<file path="config.mk">
export PLATFORM = sky130hd
export DESIGN_NAME = pool2x2_ctrl
export DESIGN_NICKNAME = d
export VERILOG_FILES = /design/src/rtl/pool2x2_ctrl.sv
export SDC_FILE = /design/constraint.sdc
export NUM_CORES = 1
export LEC_CHECK = 0
export ABC_AREA = 1
export CAP_MARGIN = 5
export CORE_MARGIN = 4
export CORE_UTILIZATION = 39
export CTS_BUF_LIST = sky130_fd_sc_hd__clkbuf_8
export DETAILED_ROUTE_END_ITERATION = 6
export GPL_TIMING_DRIVEN = 1
export REMOVE_ABC_BUFFERS = 1
export SYNTH_ARGS = -nofsm -noshare
export SYNTH_HDL_FRONTEND = slang
export SYNTH_SLANG_ARGS = --single-unit
</file>
<file path="constraint.sdc">
create_clock -name clk -period 6.1 [get_ports clk]
set_clock_uncertainty 0.1 [all_clocks]
set_input_delay 1.525 -clock clk [delete_from_list [all_inputs] [get_ports clk]]
set_output_delay 1.525 -clock clk [all_outputs]
set_load 0.01 [all_outputs]
</file>
<file path="src/rtl/pool2x2_ctrl.sv">
// Streaming 2x2 max-pool controller: buffers one row, forms non-overlapping windows, and emits one pooled pixel per window.
// Defining POOL_RELU_EN fuses a ReLU: negative results are replaced by zero before the output register.

module max_pool #(
    parameter int DATA_SIZE = 16
) (
    input  logic [4*DATA_SIZE-1:0] din,
    output logic [DATA_SIZE-1:0]   dout
);
    logic signed [DATA_SIZE-1:0] w_a, w_b, w_c, w_d, w_ab, w_cd;

    assign w_a  = din[4*DATA_SIZE-1 -: DATA_SIZE];
    assign w_b  = din[3*DATA_SIZE-1 -: DATA_SIZE];
    assign w_c  = din[2*DATA_SIZE-1 -: DATA_SIZE];
    assign w_d  = din[DATA_SIZE-1 -: DATA_SIZE];
    assign w_ab = (w_a > w_b) ? w_a : w_b;
    assign w_cd = (w_c > w_d) ? w_c : w_d;
    assign dout = (w_ab > w_cd) ? w_ab : w_cd;
endmodule

module pool2x2_ctrl #(
    parameter int DATA_SIZE = 16,
    parameter int IMG_W     = 28,
    parameter int IMG_H     = 28
) (
    input  logic                 clk,
    input  logic                 rst_n,
    input  logic                 start,
    input  logic                 in_valid,
    input  logic [DATA_SIZE-1:0] in_data,
    output logic                 in_ready,
    output logic                 out_valid,
    output logic [DATA_SIZE-1:0] out_data,
    input  logic                 out_ready,
    output logic                 out_last,
    output logic                 busy,
    output logic                 done
);
    localparam int CW = $clog2(IMG_W);
    localparam int RW = $clog2(IMG_H);

    typedef enum logic [2:0] {
        S_IDLE,
        S_FILL,
        S_POOL,
        S_DRAIN,
        S_DONE
    } state_t;

    state_t                r_state, w_next;
    logic [DATA_SIZE-1:0]  r_linebuf [IMG_W];
    logic [DATA_SIZE-1:0]  r_prev;
    logic [DATA_SIZE-1:0]  r_out_data;
    logic                  r_out_valid;
    logic                  r_out_last;
    logic [CW-1:0]         r_col;
    logic [RW-1:0]         r_row;

    logic                  w_in_ready;
    logic                  w_accept;
    logic                  w_out_hs;
    logic                  w_load;
    logic                  w_col_last;
    logic                  w_row_last;
    logic [CW-1:0]         w_col_m1;
    logic [DATA_SIZE-1:0]  w_max;
    logic [DATA_SIZE-1:0]  w_pooled;

    assign w_in_ready = (r_state == S_FILL) ||
                        ((r_state == S_POOL) && (!r_out_valid || out_ready));
    assign w_accept   = in_valid && w_in_ready;
    assign w_out_hs   = r_out_valid && out_ready;
    assign w_col_last = (r_col == CW'(IMG_W - 1));
    assign w_row_last = (r_row == RW'(IMG_H - 1));
    assign w_col_m1   = r_col - CW'(1);
    assign w_load     = (r_state == S_POOL) && w_accept && r_col[0];

    max_pool #(.DATA_SIZE(DATA_SIZE)) u_max_pool (
        .din  ({r_linebuf[w_col_m1], r_linebuf[r_col], r_prev, in_data}),
        .dout (w_max)
    );

`ifdef POOL_RELU_EN
    assign w_pooled = w_max[DATA_SIZE-1] ? '0 : w_max;
`else
    assign w_pooled = w_max;
`endif

    always_ff @(posedge clk or negedge rst_n) begin
        if (!rst_n) r_state <= S_IDLE;
        else        r_state <= w_next;
    end

    always_comb begin
        w_next = r_state;
        case (r_state)
            S_IDLE:  if (start) w_next = S_FILL;
            S_FILL:  if (w_accept && w_col_last) w_next = S_POOL;
            S_POOL:  if (w_accept && w_col_last) w_next = w_row_last ? S_DRAIN : S_FILL;
            S_DRAIN: if (w_out_hs) w_next = S_DONE;
            S_DONE:  w_next = S_IDLE;
            default: w_next = S_IDLE;
        endcase
    end

    // Counters move only on accepted pixels; the row counter tracks even (fill) / odd (pool) rows.
    always_ff @(posedge clk or negedge rst_n) begin
        if (!rst_n) begin
            r_col <= '0;
            r_row <= '0;
        end else if ((r_state == S_IDLE) && start) begin
            r_col <= '0;
            r_row <= '0;
        end else if (w_accept) begin
            if (w_col_last) begin
                r_col <= '0;
                r_row <= w_row_last ? '0 : r_row + RW'(1);
            end else begin
                r_col <= r_col + CW'(1);
            end
        end
    end

    always_ff @(posedge clk) begin
        if (w_accept && (r_state == S_FILL)) r_linebuf[r_col] <= in_data;
        if (w_accept && (r_state == S_POOL) && !r_col[0]) r_prev <= in_data;
    end

    // Single-entry output register; a reload in the same cycle as a drain keeps valid high.
    always_ff @(posedge clk or negedge rst_n) begin
        if (!rst_n) begin
            r_out_valid <= 1'b0;
            r_out_data  <= '0;
            r_out_last  <= 1'b0;
        end else if (w_load) begin
            r_out_valid <= 1'b1;
            r_out_data  <= w_pooled;
            r_out_last  <= w_row_last && w_col_last;
        end else if (w_out_hs) begin
            r_out_valid <= 1'b0;
            r_out_last  <= 1'b0;
        end
    end

    assign in_ready  = w_in_ready;
    assign out_valid = r_out_valid;
    assign out_data  = r_out_data;
    assign out_last  = r_out_last;
    assign busy      = (r_state != S_IDLE);
    assign done      = (r_state == S_DONE);
endmodule

</file>
==> qor.yml, run 1 <==
run_status:
  status: "finished, final reports clean"
synth:
  ys_warn_count: 0
  synth_top_area_share_pct: 52.67
  synth_edf_count: 464
  synth_ff_type: "edfxtp_1"
  postSynthCellCount: 2963
  synth_top_area_cell: "edfxtp_1"
  synth_area_leaders: "edfxtp_1 53%, nand2_1 11%, nand3_1 7.0%, o21ai_0 5.7%, nor2_1 3.9%"
  ys_types: 47
  synth_seq_cells: 495
  ys_async_sr_fraction_pct: 6.263
  syn_area_sq_mm: 0.02645
  synth_seq_area_share_pct: 55.60
  postSynthAreaPerCell_sq_um: 8.928
clock_tree:
  cts_buffers: 88
  ctsHtreeMaxLevel: 3
  clk_latency_ps: 700
  clk_pin_slew_ps: 70
  hold_buffers: 0
  cts_root_buf: "clkbuf_8"
  cts_tree: "built"
  cts.sinks: 495
  clockBufferDepth: 3
finish:
  final_cell_mix: "766 x nand2_1, 464 x edfxtp_1, 368 x nand3_1, 302 x o21ai_0, 248 x nor2_1"
  final_common_cell: "nand2_1"
  syn2layout_area_growth_pct: 11.87
  drive_gt1_share_pct: 8.708
  nNetsFinal: 3071
  final_util_pct: 44.06
worst_setup_path:
  required_ps: 6540
  crit_type: "reg -> reg"
  crit_arrival_ps: 6150
  end_kind: "register"
  crit_fanout: 33
  slowest_delay_ps: 590
  setup.worst_path.start_class: "register"
  slowest_stage: "dfrtp_4"
  crit_top_cell: "nand2_1"
power_and_ir_drop:
  peakVddDrop_mv: 0.6048
  leakage_nw: 11.53
  p_per_area_mw_per_mm2: 628.8
global_routing:
  grt_pass1_vias: 20780
  grt_max_degree: 204
  grt_pass1_wl_um: 127200
  grt_overflow: 0
  grt_usage_pct: 23.26
  antenna_found_initial: 1
sta:
  setup_tns_ps: 0
  worstMarginPinSlew_ps: 1307
  slew_violations: 0
  final.period_utilization_pct: 93.53
  setup_viol: 0
  fmax_mhz: 175.3
  finalCriticalPeriod_ps: 5705
  relSlewSlack_pct: 12.76
  rsz0062_at_grt: "false"
  hold_violations: 0
detailed_routing:
  post_drt_wl_per_cell_um: 21.71
  firstDrtPassIters: 7
  route.detailed.drc: 0
  wl_um: 85550
  ant_nets: 0
  vias: 22050
  drt_iter0_drc: 2593
  vias_per_cell: 5.597
placement:
  dp_hpwl_um: 52920
  numPortBuffers: 41
  place.gp.congestion: 0.8951
min_path:
  hold_path.class: "reg -> reg"
run:
  cap_violations: 0
floorplan:
  die_width_um: 268.4
  die_y_um: 268.4
  ios: 42
  start_util_pct: 39.39
  core_sq_mm: 0.06716
  rows: 95
  die-area_sq_mm: 0.07206
synthesized netlist by cell type (all sizes together), types with 2 or more instances:
cell,instances
a211oi,2
a21o,2
a21oi,146
a31oi,2
and2,16
buf,154
clkbuf,36
dfrtp,31
edfxtp,464
ha,53
inv,177
nand2,770
nand3,370
nand4,24
nor2,281
nor3,4
nor3b,2
o211ai,60
o21a,3
o21ai,348
o21bai,2
o22ai,5
o31ai,2
or2,3
through the flow:
step           instance area (sq um)  instances  total power, mW  worst slack, ps  hold WS, ps
6_report                       29590       3940            18.61            394.8        382.9
5_1_grt                        29590       3940            19.94            10.55        401.9
4_1_cts                        29510       3935            18.39            157.1        384.1
3_5_place_dp                   27790       3776            15.22            220.0        368.0
3_3_place_gp                   27790       3776            15.15            332.7        371.7
2_1_floorplan                  25360       2773            11.12           -15270        392.3
worst max-delay path, delay by kind of cell, from the launching register on:
| kind | cells | cell delay [ps] |
|---|---|---|
| adder cells (fa/ha/maj) | 3 | 960 |
| AND/OR/NAND/NOR | 21 | 2590 |
| AO/OA/AOI/OAI | 2 | 310 |
| buffers and inverters | 5 | 980 |
| flip-flops | 1 | 590 |
cell type report:
cell class	instances	area, sq um
Antenna cell	1	2.502
Clock buffer	90	1239
Clock inverter	69	486.7
Fill cell	6442	37570
Inverter	178	688.2
Multi-Input combinational cell	2100	10090
Sequential cell	495	14720
Tap cell	873	1092
Timing Repair Buffer	134	1274
where the power goes:
| group | total, mW | internal (mW) | switching [mW] |
|---|---|---|---|
| combinational | 11.5 | 3.76 | 7.77 |
| clock | 3.11 | 1.67 | 1.44 |
| sequential | 3.96 | 3.85 | 0.111 |
path summary, 6_finish.rpt:
kind                                               start                        to  slack (ps)  cells after the start
worst max-delay path                r_col[0]$_DFFE_PN0P_  out_data[10]$_DFFE_PN0P_         390                     31
worst min-delay path            out_data[15]$_DFFE_PN0P_  out_data[15]$_DFFE_PN0P_         380                      2
worst max register to register      r_col[0]$_DFFE_PN0P_  out_data[10]$_DFFE_PN0P_         390                     31
worst min register to register  out_data[15]$_DFFE_PN0P_  out_data[15]$_DFFE_PN0P_         380                      2
max in group asynchronous                          rst_n      r_col[0]$_DFFE_PN0P_        4370                      2
min in group asynchronous                          rst_n      r_col[1]$_DFFE_PN0P_        1170                      2
registers in the layout, indices dropped and copies added, names as in the netlist:
signal / count
r_prev: 16
r_state: 3
out_last: 1
out_valid: 1
out_data: 16
r_row: 5
r_linebuf: 448
r_col: 5
what timing repair did:
item / in CTS / in global routing
endpoints found under the setup margin: 0 / 16
setup buffers: 0 / 3
gates resized for setup: 0 / 10
routing by layer:
metal | routed length (um) | share of wire (%) | GRT usage [%] | up-vias
li1 | - | - | - | 10290
met1 | 36380 | 43 | 31.22 | 10660
met2 | 40600 | 47 | 38.52 | 956
met3 | 5931 | 6.9 | 3.595 | 150
met4 | 2630 | 3.1 | 8.505 | 0
met5 | 0 | 0 | 0 | -
kinds of logic (layout without fill, tap and decap cells):
logic type	Yosys count	after routing	share of synthesized area (%)
AND/OR/NAND/NOR	1471	1471	23.37
AO/OA/AOI/OAI	574	574	11.71
flip-flops	495	495	55.60
buffers and inverters	368	471	6.674
adder cells (fa/ha/maj)	53	53	2.507
XOR/XNOR	2	2	0.1372
other	0	1	0
Power figures use the tool's default switching activity.
==> run 2, diff against run 1 <==
PLACE_DENSITY_LB_ADDON = 0.12   (was not set)
SLEW_MARGIN = 20   (was not set)
==> run 2 against run 1 <==
  * Combinational power about the same
  * Power down 0.63%
  * First-iteration DRC count down 5.6%
  * Final cell count up 0.79%
  * Sequential share of layout area down 0.23 points
  * Sequential cell count unchanged
  * Critical path type unchanged
  * Largest cell class unchanged
  * Highest routed layer unchanged
==> qor.yml, run 2 (synthesis results as in run 1) <==
run_status:
  status: "finished, final reports clean"
placement:
  dp_hpwl_um: 55870
  pre_cts_ws_ps: 162.0
  place.gp.congestion: 0.8898
  dpl-instance-area_sq_mm: 0.02800
  numPortBuffers: 41
worst_setup_path:
  setup.worst_path.start_class: "register"
  r2r_end: "out_data[0]$_DFFE_PN0P_"
  crit_top_cell: "nand2_1"
  rrSetupSlack_ps: 520
  required_ps: 6550
  crit_arrival_ps: 6030
  end_kind: "register"
  crit_type: "reg -> reg"
  crit_fanout: 70
  rr_startpoint: "r_col[0]$_DFFE_PN0P_"
  r2r_cells: 37
  slowest_delay_ps: 530
  slowest_stage: "dfrtp_4"
power_and_ir_drop:
  p_per_area_mw_per_mm2: 622.0
  leakage_nw: 11.70
  peakVddDrop_mv: 0.5851
sta:
  hold_violations: 0
  relSlewSlack_pct: 37.23
  setup_viol: 0
  fmax_mhz: 179.3
  worstMarginPinSlew_ps: 939.4
  finalCriticalPeriod_ps: 5576
  slew_violations: 0
  hold_ws_ps: 381.2
  setup_ws_ps: 524.0
  final.period_utilization_pct: 91.41
  rsz0062_at_grt: "false"
global_routing:
  grt_max_degree: 132
  grt_overflow: 0
  grt_pass1_vias: 20690
  grt_pass1_wl_um: 131700
  antenna_found_initial: 2
  grt_usage_pct: 24.57
clock_tree:
  cts_tree: "built"
  cts_buffers: 92
  clockBufferDepth: 3
  cts.sinks: 495
  clk_latency_ps: 700
  hold_buffers: 0
  clk_pin_slew_ps: 60
  cts_root_buf: "clkbuf_8"
  ctsHtreeMaxLevel: 3
detailed_routing:
  vias_per_cell: 5.538
  drt_iter0_drc: 2448
  wl_um: 89860
  ant_nets: 0
  post_drt_wl_per_cell_um: 22.63
  route.detailed.drc: 0
  firstDrtPassIters: 7
  vias: 21990
floorplan:
  die_width_um: 268.4
  ios: 42
  die-area_sq_mm: 0.07206
  core_sq_mm: 0.06716
  start_util_pct: 39.39
  die_y_um: 268.4
  rows: 95
run:
  cap_violations: 0
min_path:
  hold_depth: 2
  hold_start: "out_data[14]$_DFFE_PN0P_"
  hold_path.class: "reg -> reg"
  min_to: "out_data[14]$_DFFE_PN0P_"
finish:
  drive_gt1_share_pct: 9.235
  final_common_cell: "nand2_1"
  largest-register: "r_linebuf"
  syn2layout_area_growth_pct: 12.38
  fin_area_sq_mm: 0.02973
  final_cell_mix: "766 x nand2_1, 464 x edfxtp_1, 368 x nand3_1, 302 x o21ai_0, 248 x nor2_1"
  largest_reg_flops: 448
  nNetsFinal: 3095
==> run 2: changes by cell type in the layout (fill, tap and decap cells not counted), moves of 2 or more <==
cell        before  now
inv_1          188  203
clkinvlp_4       3    1
buf_6            2    0
buf_12           9   16
buf_4           79   97
clkbuf_8        90   98
inv_4            5    3
nor2_4           6    2
bufinv_16        7    2
clkinv_1        30   27
nor2_2          25   29
==> run 2: final cells by class <==
type / instances / area [sq um]
repair buffers: 154 / 1459
multi-input cells: 2100 / 10070
inverters: 178 / 688.2
diodes: 1 / 2.502
clock inverters: 72 / 347.8
well taps: 873 / 1092
clock buffers: 98 / 1349
flip-flops and latches: 495 / 14720
fillers: 6498 / 37430
==> run 2: worst max path at each step <==
stage / from / to / slack (ps) / cells past startpoint
after floorplan: r_col[0]$_DFFE_PN0P_ / out_data[0]$_DFFE_PN0P_ / -15270 / 28
final: r_col[0]$_DFFE_PN0P_ / out_data[0]$_DFFE_PN0P_ / 520 / 37
after detailed placement: in_data[6] / out_data[3]$_DFFE_PN0P_ / 160 / 26
after global routing: r_col[0]$_DFFE_PN0P_ / out_data[15]$_DFFE_PN0P_ / 9 / 32
after CTS: r_col[0]$_DFFE_PN0P_ / out_data[3]$_DFFE_PN0P_ / 290 / 33
after global placement: in_data[5] / out_data[3]$_DFFE_PN0P_ / 200 / 23
==> run 2: per-layer routing <==
metal / vias to the layer above / track usage (%) / part of all wire (%)
met5: - / 0 / 0
met4: 0 / 8.873 / 3.7
met3: 173 / 3.057 / 6.6
met2: 905 / 39.73 / 46
met1: 10560 / 34.33 / 44
li1: 10360 / - / -
==> run 2: report_power, final <==
| group | internal [mW] | switching, mW | leakage, nW |
|---|---|---|---|
| combinational | 3.77 | 7.75 | 6.13 |
| clock | 1.56 | 1.44 | 0.993 |
| sequential | 3.85 | 0.112 | 4.58 |
| total | 9.19 | 9.31 | 11.7 |
==> run 2: what timing repair did <==
item | 4_1_cts | 5_1_grt
resized for setup | 0 | 4
hold endpoints to repair | 0 | 0
endpoints found under the setup margin | 0 | 16
setup buffers | 0 | 3
==> run 2: stage by stage <==
| step | setup TNS [ps] | std cells | power (mW) | utilization (%) |
|---|---|---|---|---|
| 6_report | 0 | 3971 | 18.49 | 44.27 |
| 4_1_cts | 0 | 3967 | 18.46 | 44.22 |
| 5_1_grt | 0 | 3971 | 20.00 | 44.27 |
| 3_5_place_dp | 0 | 3797 | 15.40 | 41.69 |
| 2_1_floorplan | -3593570 | 2773 | 11.12 | - |
| 3_3_place_gp | 0 | 3797 | 15.40 | 41.69 |
==> run 2: critical path, delay by kind of cell (launching register included) <==
family / cells / cell delay, ps
DFF: 1 / 530
buffers and inverters: 6 / 1070
and+or+nand+nor: 26 / 2470
adders and majority gates: 2 / 540
AOI/OAI and AO/OA: 3 / 650
